<file path="src/rtl/rx_flex_deser.sv">
// rx_flex_deser: USB RX serial-to-parallel deserializer with a held-word valid/ack handshake,
// sticky overflow and synchronous clear. Define RX_DESER_FLUSH_EN to let flush push out a partial word.
module rx_flex_deser #(
  parameter int NUM_BITS  = 8,
  parameter int SHIFT_MSB = 0,
  parameter int CNT_W     = $clog2(NUM_BITS + 1)
) (
  input  logic                clk,
  input  logic                n_rst,
  input  logic                serial_in,
  input  logic                shift_enable,
  input  logic                clear,
  input  logic                flush,
  input  logic                word_ack,
  output logic [NUM_BITS-1:0] parallel_out,
  output logic                word_valid,
  output logic [CNT_W-1:0]    valid_bits,
  output logic                overflow,
  output logic [CNT_W-1:0]    bit_count
);

  localparam logic [NUM_BITS-1:0] ONES = '1;
  localparam logic [CNT_W-1:0]    LAST = CNT_W'(NUM_BITS - 1);

  logic [NUM_BITS-1:0] sr_q, sr_d, po_q, po_d, shifted, cand_sr;
  logic [CNT_W-1:0]    cnt_q, cnt_d, vb_q, vb_d, cand_cnt;
  logic                wv_q, wv_d, ov_q, ov_d, word_done;

  generate
    if (SHIFT_MSB != 0) begin : g_msb_first
      assign shifted = {sr_q[NUM_BITS-2:0], serial_in};
    end else begin : g_lsb_first
      assign shifted = {serial_in, sr_q[NUM_BITS-1:1]};
    end
  endgenerate

`ifndef RX_DESER_FLUSH_EN
  logic unused_flush;
  assign unused_flush = flush;
`endif

  always_comb begin
    cand_sr   = shift_enable ? shifted : sr_q;
    cand_cnt  = shift_enable ? cnt_q + 1'b1 : cnt_q;
    word_done = shift_enable && (cnt_q == LAST);
`ifdef RX_DESER_FLUSH_EN
    // A bit shifted on the flush edge is counted first, so it travels with the partial word.
    if (flush && (cand_cnt != '0)) word_done = 1'b1;
`endif

    sr_d  = cand_sr;
    cnt_d = cand_cnt;
    po_d  = po_q;
    vb_d  = vb_q;
    wv_d  = wv_q & ~word_ack;
    ov_d  = ov_q;

    if (clear) begin
      sr_d  = ONES;
      cnt_d = '0;
      ov_d  = 1'b0;
    end else if (word_done) begin
      sr_d  = ONES;
      cnt_d = '0;
      // The held word wins unless it leaves on this same edge.
      if (wv_q && !word_ack) begin
        ov_d = 1'b1;
      end else begin
        po_d = cand_sr;
        vb_d = cand_cnt;
        wv_d = 1'b1;
      end
    end
  end

  always_ff @(posedge clk or negedge n_rst) begin
    if (!n_rst) begin
      sr_q  <= ONES;
      cnt_q <= '0;
      po_q  <= ONES;
      vb_q  <= '0;
      wv_q  <= 1'b0;
      ov_q  <= 1'b0;
    end else begin
      sr_q  <= sr_d;
      cnt_q <= cnt_d;
      po_q  <= po_d;
      vb_q  <= vb_d;
      wv_q  <= wv_d;
      ov_q  <= ov_d;
    end
  end

  assign parallel_out = po_q;
  assign word_valid   = wv_q;
  assign valid_bits   = vb_q;
  assign overflow     = ov_q;
  assign bit_count    = cnt_q;

endmodule

</file>
<file path="config.mk">
export PLATFORM = sky130hd
export DESIGN_NAME = rx_flex_deser
export DESIGN_NICKNAME = d
export VERILOG_FILES = /design/src/rtl/rx_flex_deser.sv
export SDC_FILE = /design/constraint.sdc
export NUM_CORES = 1
export LEC_CHECK = 0
export CORE_ASPECT_RATIO = 1.5
export CORE_MARGIN = 5
export CORE_UTILIZATION = 50
export DETAILED_ROUTE_END_ITERATION = 10
export PLACE_DENSITY = 0.8
export SKIP_CTS_REPAIR_TIMING = 1
export SYNTH_ARGS = -nofsm -noshare
export SYNTH_HDL_FRONTEND = slang
export SYNTH_SLANG_ARGS = --single-unit
</file>
<file path="constraint.sdc">
create_clock -name clk -period 3.2 [get_ports clk]
set_input_delay 0.64 -clock clk [delete_from_list [all_inputs] [get_ports clk]]
set_output_delay 0.64 -clock clk [all_outputs]
set_load 0.01 [all_outputs]
</file>
==> results.py, run 1 <==
metrics = {
    "placement": {
        "dpl_cell_area_um2": 1360,
        "post-dp-hpwl_mm": 1.42,
        "dp_slack_ps": 844,
        "gp_congestion": 0.756,
        "io_buffer_count": 23,
        "place_inst": 132,
    },
    "job": {
        "cap_violations": 0,
    },
    "worst_setup_path": {
        "path_class": "flip-flop to output pin",
        "worstPathRequired_ps": 2560,
        "start_kind": "flip-flop",
        "critPathMaxStageDelay_ps": 560,
        "crit_chain": "clkdlybuf4s50_1",
        "cp_num_buf_inv": 1,
        "reg2reg_depth": 5,
        "cp_slowest_cell": "dfstp_2",
        "reg2reg_slack_ps": 1610,
        "crit_family": "flip-flops",
        "worst_setup_path_end_kind": "output pin",
        "r2r-start": "bit_count[0]",
        "reg2reg_to": "parallel_out[1]",
        "cp.depth": 1,
        "crit_arrival_ps": 1410,
        "crit_fanout": 2,
    },
    "yosys": {
        "postSynthAreaPerCell_um2": 12.7,
        "synth_top_cell_area_share_pct": 38.1,
        "synth_cell_types": 19,
        "synth-seq-cells": 26,
        "synth.cell_area_um2": 1100,
        "syn_nets": 95,
        "yosys.area.top_type": "dfstp_2",
        "yosysWarnings": 0,
        "ys_seq_area_share_pct": 60.8,
        "synth_cells": 87,
        "synth.area.top_cells": "dfstp_2 (38%), dfrtp_1 (23%), mux2i_1 (18%)",
    },
    "timing": {
        "fin_crit_sh_pct": 64.1,
        "drv_slew": 0,
        "max_slew_margin_pct": 61.7,
        "setup_violations": 0,
        "fin_worst_skew_ps": 5.35,
        "tns_ps": 0,
        "tightest_slew_ps": 573,
        "hold_viol": 0,
        "layout_setup_ws_ps": 1150,
        "worst_hold_slack_ps": 474,
        "post-route-min-period_ps": 2050,
        "max_freq_mhz": 487,
        "grt_setup_unrepaired": "false",
    },
    "cts": {
        "cts_tree": "built",
        "worstSkewPairLatency_ps": 310,
        "cts_sinks": 26,
        "cts_made_buffers": 3,
        "path_clk_slew_ps": 130,
        "htreeDepth": 1,
        "cts_root_buffer": "clkbuf_4",
        "clock_path_buffers": 2,
    },
    "floorplan": {
        "start_util_pct": 53.1,
        "core_um2": 2080,
        "fp.dieH_um": 67.5,
        "pin_count": 25,
        "die_x_um": 48.4,
        "die_area_um2": 3270,
        "rows": 20,
    },
    "layout": {
        "seqCellArea_um2": 671,
        "utilization_pct": 66.9,
        "multiInputGateArea_um2": 372,
        "stdcell_area_um2": 1390,
        "stdcell_count": 136,
        "nets": 123,
        "drive_above_1_share_pct": 21.1,
        "syn_to_final_growth_pct": 26.0,
        "fillCellCount": 168,
        "n_antenna_cell": 0,
    },
    "route": {
        "drt_wl_total_mm": 1.91,
        "drtAntennaViolNets": 0,
        "wl_per_cell_um": 14.1,
        "drc": 0,
        "drt-initial-drc-count": 11,
        "viasPerCell": 4.99,
        "via_count": 679,
        "dr.pass1.iters": 2,
    },
    "power_and_ir_drop": {
        "peakVddDrop_mv": 0.369,
        "leakagePower_nw": 0.651,
        "p_total_uw": 519,
        "power.density_nw_per_um2": 373,
    },
    "global_route": {
        "grt_max_degree": 15,
        "antenna_found_initial": 0,
        "grt_pass1_wl_mm": 3.23,
        "grt_overflow": 0,
        "grt_pass1_vias": 728,
        "grt_usage_pct": 12.8,
    },
    "worst_hold_path": {
        "hold_end": "parallel_out[0]",
        "holdCritPathClass": "flip-flop to flip-flop",
        "hp-start": "parallel_out[0]",
        "whs_path_depth": 2,
    },
    "run_status": {
        "status": "completed",
    },
}
==> power by group <==
part | total (mW) | switching (mW) | internal [mW]
sequential | 0.339 | 0.00390 | 0.335
combinational | 0.0415 | 0.0217 | 0.0199
clock | 0.138 | 0.0895 | 0.0487
total | 0.519 | 0.115 | 0.404
==> layout make-up <==
| type | instances | share of cell area, % |
|---|---|---|
| flip-flops and latches | 26 | 48.2 |
| multi-input cells | 47 | 26.7 |
| repair buffers | 26 | 18.2 |
| inverters | 11 | 2.97 |
| well taps | 22 | 1.98 |
| clock buffers | 4 | 1.89 |
==> cells in the final DEF, fill, tap and decap left out <==
cell type         n
buf_4             3
clkbuf_1          1
clkbuf_4          3
clkdlybuf4s50_1  23
dfrtp_1          10
dfstp_2          16
ha_1              1
inv_1            11
mux2i_1          20
nand2_1           9
nand2b_1          3
nand4_1           1
nand4b_2          1
nor2_1            4
nor2b_1           2
nor3b_4           1
o21ai_0           1
o31ai_1           1
xnor2_1           1
xor2_1            2
==> synthesized netlist by cell type <==
master    count
buf_2         1
buf_6         1
clkbuf_1      1
dfrtp_1      10
dfstp_2      16
ha_1          1
inv_1        11
mux2i_1      20
nand2_1       9
nand2b_1      3
nand4_1       1
nand4b_2      1
nor2_1        4
nor2b_1       2
nor3b_4       1
o21ai_0       1
o31ai_1       1
xnor2_1       1
xor2_1        2
==> worst register-to-register path: cells and delay by family, from the launching register on <==
kind | cells | cell delay [ps]
buffers and inverters | 1 | 260
muxes | 1 | 230
adders and majority gates | 1 | 200
DFF | 1 | 420
and+or+nand+nor | 2 | 410
==> registers in the layout (all words and copies together) (netlist names) <==
| register | count |
|---|---|
| parallel_out | 8 |
| valid_bits | 4 |
| overflow | 1 |
| word_valid | 1 |
| sr_q | 8 |
| bit_count | 4 |
==> logic make-up (layout without fill, tap and decap cells) <==
family                   after synthesis  after routing  synth area share [%]
AO/OA/AOI/OAI                          2              2                  1.13
XOR/XNOR                               3              3                  2.38
adder cells (fa/ha/maj)                1              1                  1.13
buffers and inverters                 14             41                  5.55
flip-flops                            26             26                  60.8
multiplexers                          20             20                  18.1
AND/OR/NAND/NOR                       21             21                  10.9
==> metal layers <==
| layer | global-route usage (%) | routed length, µm |
|---|---|---|
| met5 | 0 | 0 |
| met4 | 7.27 | 47 |
| met1 | 13.1 | 786 |
| met3 | 3.53 | 103 |
| met2 | 23.2 | 976 |
==> worst max path at each step <==
| stage | start | to | slack, ps |
|---|---|---|---|
| floorplan | shift_enable | parallel_out[0] | 1710 |
| global placement | shift_enable | parallel_out[3] | 920 |
| detailed placement | shift_enable | parallel_out[5] | 840 |
| CTS | parallel_out[6] | parallel_out[6] | 1120 |
| global route | parallel_out[5] | parallel_out[5] | 1080 |
| finish | parallel_out[6] | parallel_out[6] | 1150 |
(Power assumes the default switching activity.)
==> run 2: changes to the inputs <==
CORE_UTILIZATION = 43   (was 50)
PLACE_DENSITY = 0.73   (was 0.8)
clock period = 1.76 ns   (was 3.2 ns; I/O delays follow)
==> run 2 against run 1 <==
  * Count of clock-buffer cells in the layout unchanged
  * Critical path type unchanged
  * Critical path depth did not move
  * Register-to-register slack got worse by 1300 ps
  * Utilization fell by 7.9 points
  * Combinational power up 82%
  * Non-clock buffer count is 1 higher
  * Clock skew is 1.4 ps lower
  * Flip-flop and latch count unchanged
  * Total power up 92%
  * Cell area rose by 4.0%
  * Largest power group unchanged
  * Global-route usage is 0.27 points lower
==> results.py, run 2 (synthesis results as in run 1) <==
metrics = {
    "run_status": {
        "status": "completed",
    },
    "timing": {
        "fin_worst_skew_ps": 3.95,
        "post-route-min-period_ps": 1690,
        "grt_setup_unrepaired": "false",
        "max_freq_mhz": 592,
        "drv_slew": 0,
        "setup_violations": 0,
        "fin_crit_sh_pct": 95.9,
        "max_slew_margin_pct": 78.7,
        "tightest_slew_ps": 320,
        "worst_hold_slack_ps": 371,
        "hold_viol": 0,
    },
    "global_route": {
        "grt_usage_pct": 12.5,
        "grt_pass1_wl_mm": 3.41,
        "grt_max_degree": 27,
        "grt_pass1_vias": 730,
        "grt_overflow": 0,
        "antenna_found_initial": 0,
    },
    "cts": {
        "cts_root_buffer": "clkbuf_4",
        "clock_path_buffers": 2,
        "path_clk_slew_ps": 140,
        "cts_made_buffers": 3,
        "cts_sinks": 26,
        "worstSkewPairLatency_ps": 320,
        "cts_tree": "built",
        "htreeDepth": 1,
    },
    "route": {
        "drt_wl_total_mm": 1.87,
        "top_layer_used": "met4",
        "drt-initial-drc-count": 21,
        "wl_met3_um": 80,
        "drc": 0,
        "viasPerCell": 4.91,
        "dr.pass1.iters": 4,
        "drtAntennaViolNets": 0,
        "via_count": 682,
        "wl_per_cell_um": 13.4,
        "wl_met1_um": 812,
        "wl_met2_um": 897,
    },
    "layout": {
        "stdcell_area_um2": 1450,
        "fillCellCount": 205,
        "n_antenna_cell": 0,
        "nets": 124,
        "layout_common_cells": "mux2i_1 (20), dfstp_2 (16), clkdlybuf4s50_1 (15)",
        "drive_above_1_share_pct": 23.5,
        "final_common_cell": "mux2i_1",
        "utilization_pct": 59.0,
        "syn_to_final_growth_pct": 31.0,
    },
    "worst_setup_path": {
        "reg2reg_slack_ps": 290,
        "cp_slowest_cell": "clkdlybuf4s50_1",
        "worst_setup_path_end_kind": "output pin",
        "cp_num_buf_inv": 1,
        "crit_chain": "clkdlybuf4s50_1",
        "critPathMaxStageDelay_ps": 570,
        "crit_arrival_ps": 1340,
        "worstPathRequired_ps": 1410,
        "crit_family": "buffers and inverters",
        "crit_fanout": 4,
        "start_kind": "flip-flop",
        "path_class": "flip-flop to output pin",
    },
    "floorplan": {
        "pin_count": 25,
        "die_x_um": 51.4,
        "rows": 22,
        "core_um2": 2450,
        "fp.dieH_um": 72.0,
        "die_area_um2": 3700,
        "start_util_pct": 45.0,
    },
    "power_and_ir_drop": {
        "power.density_nw_per_um2": 690,
        "leakagePower_nw": 0.662,
        "peakVddDrop_mv": 0.589,
    },
    "placement": {
        "post-dp-hpwl_mm": 1.32,
        "gp_congestion": 0.765,
        "dpl_cell_area_um2": 1390,
        "io_buffer_count": 23,
    },
    "job": {
        "cap_violations": 0,
    },
    "worst_hold_path": {
        "holdCritPathClass": "primary input to async pin",
    },
}
-- run 2: changes by cell type in the layout (fill, tap and decap cells not counted), sizes merged --
cell,previous run,this run
buf,3,4
dlymetal6s2s,0,8
clkdlybuf4s50,23,15
-- run 2: area by class of cell --
cell class	count	area (µm²)	share of cell area (%)
clock buffers	4	36.3	2.51
well taps	24	30.0	2.08
inverters	11	41.3	2.86
repair buffers	27	293	20.3
multi-input cells	47	374	25.9
flip-flops and latches	26	671	46.4
-- run 2: final timing paths --
check,startpoint,to,cells past startpoint
min in group clk,parallel_out[7],parallel_out[7],2
max in group asynchronous,n_rst,sr_q[7],2
min reg2reg,parallel_out[7],parallel_out[7],2
max,bit_count[0],bit_count[0],1
max reg2reg,bit_count[0],parallel_out[5],5
min,n_rst,valid_bits[1],2
-- run 2: stage by stage --
step / setup WS, ps / instances / setup TNS, ps / power, mW
after global routing: 7.87 / 139 / 0 / 1.04
after floorplan: 277 / 87 / 0 / 0.658
after detailed placement: -16.8 / 135 / -17.1 / 0.704
after CTS: -17.4 / 139 / -114 / 1.01
final: 71.5 / 139 / 0 / 0.997
after global placement: 43.6 / 135 / 0 / 0.702
-- run 2: report_power, final --
part | internal [mW] | total [mW] | switching, mW | leakage, nW
Combinational | 0.0363 | 0.0754 | 0.0391 | 0.350
Sequential | 0.610 | 0.617 | 0.00768 | 0.291
Clock | 0.127 | 0.304 | 0.177 | 0.0210
Total | 0.773 | 0.997 | 0.224 | 0.662
-- run 2: per-layer routing --
| layer | up-vias | track usage (%) |
|---|---|---|
| li1 | 333 | - |
| met1 | 327 | 14.7 |
| met2 | 17 | 19.7 |
| met3 | 5 | 1.85 |
| met4 | 0 | 10.5 |
| met5 | - | 0 |
